## src/rtl/ram_dp_arb.sv

```systemverilog
// ram_dp_arb: round-robin two-lane arbiter sharing one dual-port RAM among N_REQ requesters
module ram_dp_arb #(
  parameter int WIDTH = 8,
  parameter int DEPTH = 8,
  parameter int N_REQ = 4,
  parameter bit OUT_REG = 1'b1,
  localparam int AW = $clog2(DEPTH),
  localparam int BW = WIDTH / 8
) (
  input  logic                   clk_i,
  input  logic                   rst_i,
  input  logic [N_REQ-1:0]       req_valid_i,
  output logic [N_REQ-1:0]       req_ready_o,
  input  logic [N_REQ-1:0]       req_wr_i,
  input  logic [N_REQ*AW-1:0]    req_addr_i,
  input  logic [N_REQ*WIDTH-1:0] req_data_i,
  input  logic [N_REQ*BW-1:0]    req_byte_en_i,
  output logic [N_REQ-1:0]       rsp_valid_o,
  output logic [N_REQ*WIDTH-1:0] rsp_data_o,
  output logic                   ram_wr_a_en_o,
  output logic [AW-1:0]          ram_wr_a_addr_o,
  output logic [WIDTH-1:0]       ram_wr_a_data_o,
  output logic [BW-1:0]          ram_wr_a_byte_en_o,
  output logic                   ram_wr_b_en_o,
  output logic [AW-1:0]          ram_wr_b_addr_o,
  output logic [WIDTH-1:0]       ram_wr_b_data_o,
  output logic [BW-1:0]          ram_wr_b_byte_en_o,
  output logic                   ram_rd_a_en_o,
  output logic [AW-1:0]          ram_rd_a_addr_o,
  output logic                   ram_rd_b_en_o,
  output logic [AW-1:0]          ram_rd_b_addr_o,
  input  logic [WIDTH-1:0]       ram_rd_a_data_i,
  input  logic [WIDTH-1:0]       ram_rd_b_data_i
);
  localparam int IW = (N_REQ > 1) ? $clog2(N_REQ) : 1;
  localparam logic [IW:0] NR = (IW+1)'(N_REQ);
  logic [IW-1:0] r_ptr, w_a_idx, w_b_idx, w_cur, w_last, r_ta_idx, r_tb_idx;
  logic [IW:0] w_sum, w_nxt;
  logic w_a_vld, w_b_vld, w_conf, w_a_wr, w_a_rd, w_b_wr, w_b_rd, r_ta_vld, r_tb_vld;
  logic [WIDTH-1:0] r_da, r_db, w_da, w_db;
  logic [N_REQ*WIDTH-1:0] r_hold;
  // scan from ptr with wrap: first valid takes lane A, next valid that is not a same-address write takes lane B
  always_comb begin
    w_a_vld = 1'b0;
    w_b_vld = 1'b0;
    w_a_idx = '0;
    w_b_idx = '0;
    w_sum = '0;
    w_cur = '0;
    w_conf = 1'b0;
    for (int k = 0; k < N_REQ; k++) begin
      w_sum = {1'b0, r_ptr} + (IW+1)'(k);
      w_cur = IW'(w_sum >= NR ? w_sum - NR : w_sum);
      w_conf = req_wr_i[w_cur] && req_wr_i[w_a_idx] &&
               req_addr_i[w_cur*AW +: AW] == req_addr_i[w_a_idx*AW +: AW];
      if (!rst_i && req_valid_i[w_cur]) begin
        if (!w_a_vld) begin
          w_a_vld = 1'b1;
          w_a_idx = w_cur;
        end else if (!w_b_vld && !w_conf) begin
          w_b_vld = 1'b1;
          w_b_idx = w_cur;
        end
      end
    end
  end
  assign w_last = w_b_vld ? w_b_idx : w_a_idx;
  assign w_nxt = {1'b0, w_last} + 1'b1;
  // one-hot ready per requester from the two lane grants
  always_comb begin
    req_ready_o = '0;
    for (int i = 0; i < N_REQ; i++)
      req_ready_o[i] = (w_a_vld && w_a_idx == IW'(i)) || (w_b_vld && w_b_idx == IW'(i));
  end
  assign w_a_wr = w_a_vld && req_wr_i[w_a_idx];
  assign w_a_rd = w_a_vld && !req_wr_i[w_a_idx];
  assign w_b_wr = w_b_vld && req_wr_i[w_b_idx];
  assign w_b_rd = w_b_vld && !req_wr_i[w_b_idx];
  assign ram_wr_a_en_o = w_a_wr;
  assign ram_wr_a_addr_o = w_a_wr ? req_addr_i[w_a_idx*AW +: AW] : '0;
  assign ram_wr_a_data_o = w_a_wr ? req_data_i[w_a_idx*WIDTH +: WIDTH] : '0;
  assign ram_wr_a_byte_en_o = w_a_wr ? req_byte_en_i[w_a_idx*BW +: BW] : '0;
  assign ram_wr_b_en_o = w_b_wr;
  assign ram_wr_b_addr_o = w_b_wr ? req_addr_i[w_b_idx*AW +: AW] : '0;
  assign ram_wr_b_data_o = w_b_wr ? req_data_i[w_b_idx*WIDTH +: WIDTH] : '0;
  assign ram_wr_b_byte_en_o = w_b_wr ? req_byte_en_i[w_b_idx*BW +: BW] : '0;
  assign ram_rd_a_en_o = w_a_rd;
  assign ram_rd_a_addr_o = w_a_rd ? req_addr_i[w_a_idx*AW +: AW] : '0;
  assign ram_rd_b_en_o = w_b_rd;
  assign ram_rd_b_addr_o = w_b_rd ? req_addr_i[w_b_idx*AW +: AW] : '0;
  // pointer advance, read tags, local data capture (used when the RAM output is unregistered) and per-requester hold
  always_ff @(posedge clk_i) begin
    r_ptr <= rst_i ? '0 : w_a_vld ? IW'(w_nxt == NR ? (IW+1)'(0) : w_nxt) : r_ptr;
    r_ta_vld <= !rst_i && w_a_rd;
    r_tb_vld <= !rst_i && w_b_rd;
    r_ta_idx <= rst_i ? '0 : w_a_idx;
    r_tb_idx <= rst_i ? '0 : w_b_idx;
    r_da <= rst_i ? '0 : ram_rd_a_data_i;
    r_db <= rst_i ? '0 : ram_rd_b_data_i;
    r_hold <= rst_i ? '0 : rsp_data_o;
  end
  assign w_da = OUT_REG ? ram_rd_a_data_i : r_da;
  assign w_db = OUT_REG ? ram_rd_b_data_i : r_db;
  // route lane data to the tagged requester; others keep their last response; reset drops in-flight reads
  always_comb begin
    rsp_valid_o = '0;
    rsp_data_o = r_hold;
    for (int i = 0; i < N_REQ; i++) begin
      if (!rst_i && r_ta_vld && r_ta_idx == IW'(i)) begin
        rsp_valid_o[i] = 1'b1;
        rsp_data_o[i*WIDTH +: WIDTH] = w_da;
      end
      if (!rst_i && r_tb_vld && r_tb_idx == IW'(i)) begin
        rsp_valid_o[i] = 1'b1;
        rsp_data_o[i*WIDTH +: WIDTH] = w_db;
      end
    end
  end
endmodule

```

## config.mk

```make
export PLATFORM = sky130hd
export DESIGN_NAME = ram_dp_arb
export DESIGN_NICKNAME = d
export VERILOG_FILES = /design/src/rtl/ram_dp_arb.sv
export SDC_FILE = /design/constraint.sdc
export NUM_CORES = 1
export LEC_CHECK = 0
export CAP_MARGIN = 40
export CORE_ASPECT_RATIO = 0.7
export CORE_MARGIN = 1.5
export CORE_UTILIZATION = 35
export DETAILED_ROUTE_END_ITERATION = 6
export GPL_ROUTABILITY_DRIVEN = 0
export PLACE_DENSITY = 0.64
export SYNTH_ARGS = -nofsm -noshare
export SYNTH_HDL_FRONTEND = slang
export SYNTH_SLANG_ARGS = --single-unit
```

## constraint.sdc

```tcl
create_clock -name clk_i -period 18.4 [get_ports clk_i]
set_input_delay 5.52 -clock clk_i [delete_from_list [all_inputs] [get_ports clk_i]]
set_output_delay 5.52 -clock clk_i [all_outputs]
set_load 0.05 [all_outputs]
```

## Word level (Yosys, flattened, before mapping)

Index checks and enable logic that the tools add are counted.

| cells by class | value |
|---|---|
| magnitude comparators | 13 |
| equal/unequal tests | 16 |
| shift-type cells | 12 |
| mux-type cells | 83 |
| multipliers | 8 |
| reductions and logical operators | 51 |
| add/sub/neg operators | 8 |

Operator list:

| cell | count |
|---|---|
| $shiftx A12 B5 Y3 | 8 |
| $mux W8 | 10 |
| $shiftx A32 B6 Y8 | 2 |
| $mux W2 | 22 |
| $logic_and A1 B1 Y1 | 36 |
| $mux W1 | 35 |
| $mul A2 B2 Y4 const B | 8 |
| $lt A2 B3 Y1 const B | 9 |
| $bmux W1 S2 | 12 |
| $eq A2 B2 Y1 const B | 8 |
| $mux W3 | 4 |
| $eq A3 B3 Y1 | 3 |
| $ge A3 B3 Y1 const B | 3 |
| $eq A2 B1 Y1 const B | 4 |
| $logic_not A2 Y1 | 4 |
| $shiftx A4 B3 Y1 | 2 |
| $sub A2 B1 Y2 const B | 4 |
| $logic_not A1 Y1 | 7 |
| $add A2 B1 Y3 const B | 2 |
| $add A2 B2 Y3 const B | 2 |
| $logic_or A1 B1 Y1 | 4 |
| $eq A3 B3 Y1 const B | 1 |
| $ge A2 B3 Y1 const B | 1 |

| storage, ports and cells | value |
|---|---|
| logic and storage cells | 197 |
| input bits | 74 |
| output and inout bits | 74 |
| register bits after elaboration | 40 |

## Depth between registers and ports, before layout

Gate-level depths: netlist of the first run.

| depth | value |
|---|---|
| depth in word-level cells | 28 |
| mapped depth | 22 |
| depth with buffers taken out | 17 |

## Worst setup path before layout of the first run

Ideal clock, no wire load.

| path | value |
|---|---|
| kind | input -> output |
| start point | in req_valid_i[3] |
| end point | out ram_wr_b_byte_en_o |
| data required time | 12.880 ns |
| data arrival time | 10.922 ns |
| path slack | 1.958 ns |
| cell stages on the path | 17 |
| buffers on the path | 3 |
| cells stage by stage | clkbuf_1 -> mux2_2 -> nor2_1 -> a211oi_1 -> ha_1 -> buf_1 -> inv_1 -> mux2i_2 -> mux2_2 -> a211o_1 -> o31ai_4 -> nor3b_2 -> buf_4 -> nor4_1 -> a2111oi_0 -> a31oi_1 -> a2111oi_1 |

| between the ends | value |
|---|---|
| word-level cells in the longest chain between the ends | 25 |
| elaborated cells between the ends (all ways) | 70 |
| classes of those cells | mul (3); eq/ne (3); shift (4); mux (43); reduce/logical (17) |

Ends and longest elaborated chain:

| element | RTL line | source |
|---|---|---|
| from (decl) | 12 | `input logic [N_REQ-1:0] req_valid_i,` |
| $bmux W1 S2 | 56 | `if (!rst_i && req_valid_i[w_cur]) begin` |
| $mux W1 (not written as such) | 56 |  |
| $logic_and A1 B1 Y1 | 56 |  |
| $mux W2 | 56 |  |
| $mul A2 B2 Y4 or $bmux W1 S2 (tied branches) | 55, 54 |  |
| $shiftx A12 B5 Y3 or $mux W1 (tied branches) | 55, 54 |  |
| $eq A3 B3 Y1 or $logic_and A1 B1 Y1 (tied branches) | 55, 54 |  |
| $logic_and A1 B1 Y1 | 54 | `w_conf = req_wr_i[w_cur] && req_wr_i[w_a_idx] &&` |
| [... 9 more ...] | - |  |
| $logic_and A1 B1 Y1 | 60 | `end else if (!w_b_vld && !w_conf) begin` |
| $mux W2 | 60 |  |
| $mux W2 | 57 | `if (!w_a_vld) begin` |
| $mux W2 | 56 |  |
| $bmux W1 S2 | 77 | `assign w_b_wr = w_b_vld && req_wr_i[w_b_idx];` |
| $mux W1 (not written as such) | 77 |  |
| $logic_and A1 B1 Y1 | 77 |  |
| $mux W1 (*) | 86 | `assign ram_wr_b_byte_en_o = w_b_wr ? req_byte_en_i[w_b_idx*BW +: BW] : '0;` |
| to (decl) | 27 | `output logic [BW-1:0] ram_wr_b_byte_en_o,` |

Every way passes the cells marked *; elsewhere a longest branch is shown, timed or not. The select of a mux whose other input is x is not followed.

## Worst setup path in the final report of the first run

Ends and elaborated chain as after synthesis.

==> run metrics, run 1 <==
Cells after DPL approximately 1,000; Tcrit/Tclk final a little over nine tenths; non-filler instance count after layout around 1,000; initial antenna violation count 0; Post-CTS Setup Bufs 0; Clock Sinks 40; Min-Delay Path Class flop to flop; post-synthesis mux area share 23.15%; crit path kind input pin to output port; placed wire-length estimate about 13,000 um; gr ovfl total 0; Post-synth EDFFs 0; met2 WL 7767 um; CTS root buf clkbuf_16; Hold Fails Final Rpt 0; Yosys cell types 73; Tightest Pin Transition between 700 and 800 ps; CP endpoint ram_wr_b_byte_en_o; # H-tree levels 2; Pwr Density ~160 mW/mm^2; Worst slew margin between 40% and 50%; CTS tree done; largest family of logic cells by synthesized area simple AND/OR/NAND/NOR gates; Avg Synthesized Cell Area 7.531 um^2; Die W approximately 150 um; CTS Buffer Depth 2; Routed WL per cell ~18 um; Ys Warns 0; Top Layer Used met4; CP Launch Point req_valid_i[3]; Num CTS Buffers 5; vias in the first global route slightly above 5,000; Routed Antenna Nets 0; core footprint between 0.015 and 0.02 mm^2; Max Fanout on Critical Path 45; Post-Synthesis Cell Area about 0.0055 mm^2; Leak roughly 2.6 nW; multi-input logic area between 0.004 and 0.005 mm^2; Critical Path RT roughly 13,000 ps; XOR/XNOR Fraction of Synth Area roughly 1.9%; CP endpoint kind output port; Simple-Gate Fraction of Synth Area 25.53%; met3 WL 930 um; fraction of layout cells with a size suffix above 1 roughly 10%; sequential share of the synthesized area between 10% and 20%; maxcap violations 0; GR Util All Layers 21.29%; largest net degree at the start of global routing 94; # diodes 0; FF-to-FF End r_tb_vld$_DFF_P_; effective utilization at floorplan 35.54%; Post-layout nets about 900; Gate Count Post-Synth between 700 and 800; die height roughly 110 um; cts hold-fix bufs 0; clock skew approximately 4.9 ps; FP Rows 38; clock-pin slew on the worst setup and hold paths approximately 60 ps; RSZ-0062 raised after global routing no; die area 0.01641 mm^2; Fmax achieved 56.68 MHz; # IOs roughly 150; DRT Pass-1 Iters 7; # setup viols final 0; worst r2r src r_ptr[1]$_SDFFE_PP0P_; Routed WL 18,000 um; Synth Area in Adders 0.6856%; CTS resizes 0; synth-to-layout area growth 32.15%; Peak supply drop ~0.12 mV; register area a little over 800 um^2; first-pass GRT wire length 28,560 um; IO buf count approximately 150; syn_nets about 800; Top FF cell, synth dfxtp_1; max-slew violations 0; Synth Area in Compound Gates about 25%; CP Launch Type input pin; fillers about 1,500; Synth Register Bits 40; via-per-instance ratio around 5.7; CP Data Arrival Time about 12,000 ps; async set-or-reset flop fraction in the synthesized netlist 0%; routed via count 5,904; Reg2Reg Setup Slack about 13,000 ps; DR DRC count 0; setup TNS 0 ps; later-pin clock latency in the skew report approximately 280 ps; iteration-0 DRC count of the detailed router 553; Final min period about 18,000 ps; status finished, final reports clean; met1 WL roughly 9000 um; reg2reg path depth 16
[synth_stat cells, types with 11 or more instances]
cell type  instances  area, um^2
a2111oi_2         14       210.2
a21oi_1           44       220.2
a31oi_1           19       118.9
and2_1            41       256.5
and3_1            13       81.33
buf_2             16       80.08
clkbuf_1          42       157.7
dfxtp_1           40       800.8
inv_1             31       116.4
mux2i_1           87       870.8
mux4_2            14       315.3
nand2_1           54       202.7
nand3_1           13       65.06
nor2_1            65       244.0
nor2b_1           11       68.82
nor4_1            33       206.5
o21ai_0           49       245.2
o41ai_1           12       105.1
[how the worst min path moves through the flow]
stage / from / to / slack, ps / cells past startpoint
3_3_place_gp: r_hold[29]$_SDFF_PP0_ / r_hold[29]$_SDFF_PP0_ / 680 / 3
6_report: r_hold[12]$_SDFF_PP0_ / r_hold[12]$_SDFF_PP0_ / 680 / 3
5_1_grt: r_hold[11]$_SDFF_PP0_ / r_hold[11]$_SDFF_PP0_ / 730 / 3
3_5_place_dp: r_hold[12]$_SDFF_PP0_ / r_hold[12]$_SDFF_PP0_ / 670 / 3
4_1_cts: r_hold[12]$_SDFF_PP0_ / r_hold[12]$_SDFF_PP0_ / 690 / 3
2_1_floorplan: r_ptr[0]$_SDFFE_PP0P_ / r_ta_vld$_DFF_P_ / 990 / 5
[report_power, final]
group | leakage (nW) | switching (mW) | internal, mW
Clock | 0.0780 | 0.0332 | 0.0581
Sequential | 0.326 | 0.0182 | 0.101
Combinational | 2.15 | 0.602 | 0.340
[worst max-delay path, cell delays in order]
cell	delay, ps
clkdlybuf4s50_1	670
mux2_2	260
nor2_1	40
a211oi_1	600
ha_1	490
inv_1	150
mux2i_2	350
mux2_2	380
a211o_1	310
o31ai_4	220
buf_4	250
a21o_1	180
a31oi_4	130
inv_2	600
mux2i_1	210
mux2_2	480
a2111oi_1	370
clkdlybuf4s50_1	880
[cell families after synthesis]
group                      after synthesis
xor gates and xnor gates                12
buffers and inverters                  107
AOI/OAI and AO/OA                      189
adders and majority gates                3
and+or+nand+nor                        268
muxes                                  108
DFF                                     40
[cell usage in the layout (no fill, tap or decap), types with 3 or more instances in the layout]
cell	netlist	layout
buf_6	5	3
nor2b_1	11	11
mux4_2	14	14
xor2_1	6	6
a31oi_1	19	19
a211oi_1	7	7
buf_4	3	15
nand3b_1	5	5
nand2_1	54	54
nor3_1	6	6
a21oi_1	44	43
nand4_1	4	4
xnor2_1	6	6
dfxtp_1	40	39
and3_1	13	13
ha_1	3	3
nor4_1	33	33
a2111oi_2	14	14
clkdlybuf4s50_1	0	147
nor2_1	65	64
and2_1	41	41
nand2b_1	6	6
or2_2	5	5
inv_1	31	31
mux2i_1	87	87
clkbuf_16	0	6
mux2_2	6	6
o21ai_0	49	49
o41ai_1	12	12
a2111oi_0	7	7
nand3_1	13	13
nor3b_2	1	3
[state kept, by name, summed over array words and instances (netlist names)]
signal / flops
r_tb_idx: 2
r_ta_idx: 2
r_tb_vld: 1
r_ptr: 2
r_ta_vld: 1
r_hold: 32
[layer usage]
| layer | GRT usage (%) | vias up |
|---|---|---|
| li1 | - | 2913 |
| met1 | 31.94 | 2759 |
| met2 | 32.61 | 208 |
| met3 | 2.415 | 24 |
| met4 | 4.327 | 0 |
| met5 | 0 | - |
[stage by stage]
stage | util, % | cell area [um^2] | hold WS [ps] | setup slack (ps) | total power [mW]
6_report | 46.97 | 7236 | 681.2 | 757.6 | 1.153
5_1_grt | 46.97 | 7236 | 734.3 | 394.7 | 1.222
4_1_cts | 46.97 | 7236 | 688.6 | 809.2 | 1.153
3_5_place_dp | 45.91 | 7073 | 669.5 | 856.7 | 1.057
3_3_place_gp | 45.47 | 7004 | 676.4 | 1097 | 1.047
2_1_floorplan | - | 5475 | 990.8 | 1958 | 0.8088
[final cells by class]
class / count / share of cell area [%]
multi-input cells: 580 / 58.72
repair buffers: 166 / 22.74
flip-flops and latches: 40 / 11.12
well taps: 200 / 3.458
clock buffers: 6 / 2.075
inverters: 33 / 1.712
clock inverters: 2 / 0.1729
(Power assumes the default switching activity.)
==> inputs of run 2 (changes only) <==
CORE_MARGIN = default   (was 1.5)
==> run 2 against run 1 <==
Effect of this change: sequential share of layout area about the same; via count decreased by 0.75%; largest power group unchanged; worst setup slack improved by 190 ps; clock power increased by 4.2%; sequential cell count unchanged; design area decreased by 0.10%; clock skew increased by 1.4 ps; critical path depth unchanged; clock-buffer cell count unchanged.
==> run metrics, run 2 (same netlist as run 1, synthesis figures left out) <==
status finished, final reports clean; Flop pwr share around 11%; CTS root buf clkbuf_16; register area roughly 800 um^2; CTS tree done; clock-pin slew on the worst setup and hold paths about 60 ps; Worst slew margin around 46%; met1 WL ~9000 um; Largest register FFs 32; Clk pwr share 8.3%; synth-to-layout area growth 32.02%; final hold slack ~700 ps; CTS resizes 0; # IOs about 150; clock skew 6.316 ps; Top Layer Used met4; GR Util All Layers between 20% and 30%; CTS Buffer Depth 2; max-slew violations 0; Hold Fails Final Rpt 0; Peak supply drop approximately 0.13 mV; Min-Delay Path Class flop to flop; first-pass GRT wire length 28,100 um; CP Launch Type input pin; sw frac a little under three fifths; die area 0.01616 mm^2; Cells after DPL a little over 1,000; CP Data Arrival Time between 10,000 and 15,000 ps; via-per-instance ratio ~5.7; Core Util, Final between 40 and 50%; iteration-0 DRC count of the detailed router roughly 400; Final min period around 17,000 ps; fillers 1,498; # H-tree levels 2; Pwr Density 159.1 mW/mm^2; Post-layout nets 902; gr ovfl total 0; Max Fanout on Critical Path 50; routed via count about 5,900; Sw Pwr 645.7 uW; cts hold-fix bufs 0; Critical Path RT 12,880 ps; core footprint 0.01500 mm^2; RSZ-0062 raised after global routing no; maxcap violations 0; Clock Sinks 40; hold path startpoint r_hold[30]$_SDFF_PP0_; Num CTS Buffers 5; Tightest Pin Transition about 810 ps; Post-CTS Setup Bufs 0; CP Launch Point req_valid_i[3]; Comb pwr share 80.4%; crit path kind input pin to output port; FP Rows 37; most frequent cells in the layout 147 x clkdlybuf4s50_1, 87 x mux2i_1, 64 x nor2_1; setup TNS 0 ps; IO buf count approximately 150; Reg with most FFs r_hold; Tcrit/Tclk final 94.83%; Placed Area around 0.0071 mm^2; internal power slightly above 500 uW; vias in the first global route 5,164; non-filler instance count after layout approximately 1,000; CP endpoint kind output port; placed wire-length estimate approximately 13,000 um; later-pin clock latency in the skew report about 270 ps; commonest non-fill, non-tap cell in the layout clkdlybuf4s50_1; largest net degree at the start of global routing 73; # setup viols final 0; Design Area, Final 0.007228 mm^2; DR DRC count 0; met3 WL between 1000 and 1500 um; Routed Antenna Nets 0; Fmax achieved roughly 57 MHz; # diodes 0; initial antenna violation count 0; met2 WL about 7400 um; effective utilization at floorplan 36.50%; fraction of layout cells with a size suffix above 1 between 10 and 15%; multi-input logic area roughly 0.0043 mm^2; DRT Pass-1 Iters 5; die height approximately 110 um; Routed WL per cell around 17 um; worst r2r src r_ptr[0]$_SDFFE_PP0P_; Die W between 150 and 200 um; Leak around 2.6 nW; Routed WL 17,790 um
[run 2: critical path, stage by stage]
cell and delay [ps]:
clkdlybuf4s50_1 660, mux2_2 250, nor2_1 40, a211oi_1 470
ha_1 490, inv_1 160, mux2i_2 370, mux2_2 380
a211o_1 310, o31ai_4 240, buf_4 450, nor3b_4 300
buf_4 390, nor4_1 80, a2111oi_0 440, a31oi_1 110
a2111oi_2 380, clkdlybuf4s50_1 870
[run 2: power by group through the flow]
stage               Combinational [mW]  Sequential, mW  Clock [mW]
floorplan                        0.701           0.108           0
global placement                 0.908           0.132           0
detailed placement               0.918           0.132           0
CTS                              0.923           0.130      0.0976
global route                     0.989           0.134       0.102
finish                           0.925           0.130      0.0951
[run 2: metal layers]
metal	vias up	GRT usage, %
li1	2896	-
met1	2712	33.94
met2	238	31.74
met3	14	2.809
met4	0	1.909
met5	-	0
[run 2: final timing paths]
path | to | slack [ps] | cells after the start
min reg2reg | r_hold[30]$_SDFF_PP0_ | 690 | 3
max | ram_wr_b_data_o[7] | 950 | 18
max reg2reg | r_tb_vld$_DFF_P_ | 12750 | 17
min | r_hold[30]$_SDFF_PP0_ | 690 | 3
[run 2: per-stage QoR]
stage | power [mW] | setup WS [ps]
floorplan | 0.8088 | 1958
finish | 1.150 | 950.7
global placement | 1.040 | 1111
detailed placement | 1.050 | 995.4
global route | 1.224 | 423.1
CTS | 1.151 | 959.6
[run 2: area by class of cell]
type,instances,area share [%]
inverter,33,1.714
timing repair buffer,165,22.66
multi-input combinational,580,58.85
tap,195,3.375
clock buffer,6,1.783
sequential,40,11.13
clock inverter,2,0.4847
==> inputs of run 3 (changes only) <==
CORE_UTILIZATION = 54   (was 35)
PLACE_DENSITY = 0.91   (was 0.64)
==> run 3 against run 2 <==
Effect of this change: fmax is 1.3% lower; sequential share of layout area grew 0.13 points; die area decreased by 35%; clock skew shrank 2.6 ps; combinational power grew 3.4%; via count rose by 12%; clock power shrank 11%; worst setup slack lost 240 ps; final cell count is 6.6% lower.
==> run metrics, run 3 (same netlist as run 1, synthesis figures left out) <==
CTS root buf clkbuf_16; most frequent cells in the layout 147 x clkdlybuf4s50_1, 87 x mux2i_1, 65 x nor2_1; CP endpoint ram_wr_b_data_o[7]; Routed WL per cell approximately 20 um; Tcrit/Tclk final about 96%; met2 WL roughly 8800 um; clock-pin slew on the worst setup and hold paths approximately 60 ps; commonest non-fill, non-tap cell in the layout clkdlybuf4s50_1; Comb pwr share a little over 80%; synth-to-layout area growth 30.53%; crit path kind input pin to output port; worst r2r src r_ptr[1]$_SDFFE_PP0P_; worst path cell trace clkdlybuf4s50_1 -> mux2_2 -> nor2_1 -> a211oi_1 -> ha_1 -> inv_1 -> mux2i_2 -> mux2_2 -> a211o_1 -> o31ai_4 -> buf_4 -> nor3b_4 -> buf_4 -> nor4_1 -> a2111oi_0 -> a31oi_1 -> a2111oi_2 -> clkdlybuf4s50_1; Reg with most FFs r_hold; placed wire-length estimate approximately 13,000 um; reg2reg path depth 18; crit-path max cell delay ~860 ps; Pwr Density ~160 mW/mm^2; Largest register FFs 32; # H-tree levels 2; Num CTS Buffers 5; later-pin clock latency in the skew report approximately 280 ps; Post-layout nets approximately 900; CP Launch Point req_valid_i[2]; GR Util All Layers ~34%; Leak about 2.6 nW; IO buf count approximately 150; Hold Fails Final Rpt 0; Tightest Pin Transition roughly 800 ps; met3 WL 1986 um; # diodes 0; DR DRC count 0; maxcap violations 0; Fmax achieved approximately 57 MHz; die area between 0.01 and 0.015 mm^2; sw frac between 50% and 60%; Max Fanout on Critical Path 50; Clk pwr share 7.3%; Flop pwr share 10.1%; fraction of layout cells with a size suffix above 1 10.29%; Routed WL about 19,000 um; vias in the first global route between 6,000 and 7,000; max-slew violations 0; largest net degree at the start of global routing 64; routed via count 6,535; cts hold-fix bufs 0; Cells on Worst Hold Path 3; Min-Delay Path Class flop to flop; gr ovfl total 0; CTS Buffer Depth 2; CP endpoint kind output port; Die W about 120 um; Top Layer Used met4; clock skew approximately 3.7 ps; FP Rows 30; DRT Pass-1 Iters 5; # setup viols final 0; met1 WL 7485 um; Peak supply drop around 0.14 mV; Worst slew margin between 40% and 50%; Clock Sinks 40; setup TNS 0 ps; Core Util, Final 73.23%; Slowest-stage cell, CP clkdlybuf4s50_1; FF-to-FF End r_tb_vld$_DFF_P_; die height 86.25 um; Post-CTS Setup Bufs 0; Routed Antenna Nets 0; iteration-0 DRC count of the detailed router 870; CP Launch Type input pin; CP Data Arrival Time approximately 12,000 ps; initial antenna violation count 0; first-pass GRT wire length about 29,000 um; core footprint around 0.0098 mm^2; via-per-instance ratio slightly below 7; Final min period about 18,000 ps; status finished, final reports clean; Critical Path RT around 13,000 ps; CTS resizes 0; Reg2Reg Setup Slack between 10,000 and 15,000 ps; CTS tree done; RSZ-0062 raised after global routing no; internal power between 400 and 500 uW; effective utilization at floorplan a little under three fifths; # IOs between 100 and 150; Sw Pwr about 670 uW
==> run 3: layer usage <==
metal | GRT usage [%] | up-vias
met4 | 14.52 | 0
met3 | 5.987 | 100
met5 | 0 | -
li1 | - | 2891
met1 | 43.14 | 3076
met2 | 58.43 | 468
==> run 3: power groups by stage <==
stage               clock (mW)  sequential, mW  combinational, mW
CTS                     0.0845           0.116              0.938
global placement             0           0.116              0.890
finish                  0.0845           0.117              0.956
floorplan                    0           0.108              0.701
detailed placement           0           0.118              0.933
global route            0.0881           0.118               1.01
==> run 3: layout make-up <==
type / instances / area [um^2]
Multi-Input combinational cell: 580 / 4257
Fill cell: 673 / 2613
Timing Repair Buffer: 165 / 1658
Sequential cell: 40 / 804.5
Tap cell: 128 / 160.2
Clock buffer: 5 / 125.1
Inverter: 33 / 123.9
Clock inverter: 3 / 18.77
==> run 3: worst max-delay path, delay by kind of cell <==
family          cells  cell delay [ps]
compound gates      6             2040
buf+inv             5             2650
mux                 3             1010
fa+ha+maj           1              480
simple gates        3              420
==> run 3: how the worst min path moves through the flow <==
stage	from	endpoint	slack [ps]
after global routing	r_hold[31]$_SDFF_PP0_	r_hold[31]$_SDFF_PP0_	720
final	r_hold[27]$_SDFF_PP0_	r_hold[27]$_SDFF_PP0_	690
after global placement	r_hold[2]$_SDFF_PP0_	r_hold[2]$_SDFF_PP0_	670
after floorplan	r_ptr[0]$_SDFFE_PP0P_	r_ta_vld$_DFF_P_	990
after CTS	r_hold[30]$_SDFF_PP0_	r_hold[30]$_SDFF_PP0_	690
after detailed placement	r_hold[30]$_SDFF_PP0_	r_hold[30]$_SDFF_PP0_	680
==> run 3: metrics by stage <==
step	hold slack, ps	setup WS, ps	instances	instance area (um^2)	total power, mW
final	689.8	712.7	954	7147	1.158
after global routing	723.6	308.3	954	7147	1.212
after CTS	692.9	879.8	953	7139	1.139
after detailed placement	683.5	925.9	945	6995	1.051
after global placement	670.4	1171	936	6877	1.006
after floorplan	990.8	1958	727	5475	0.8088
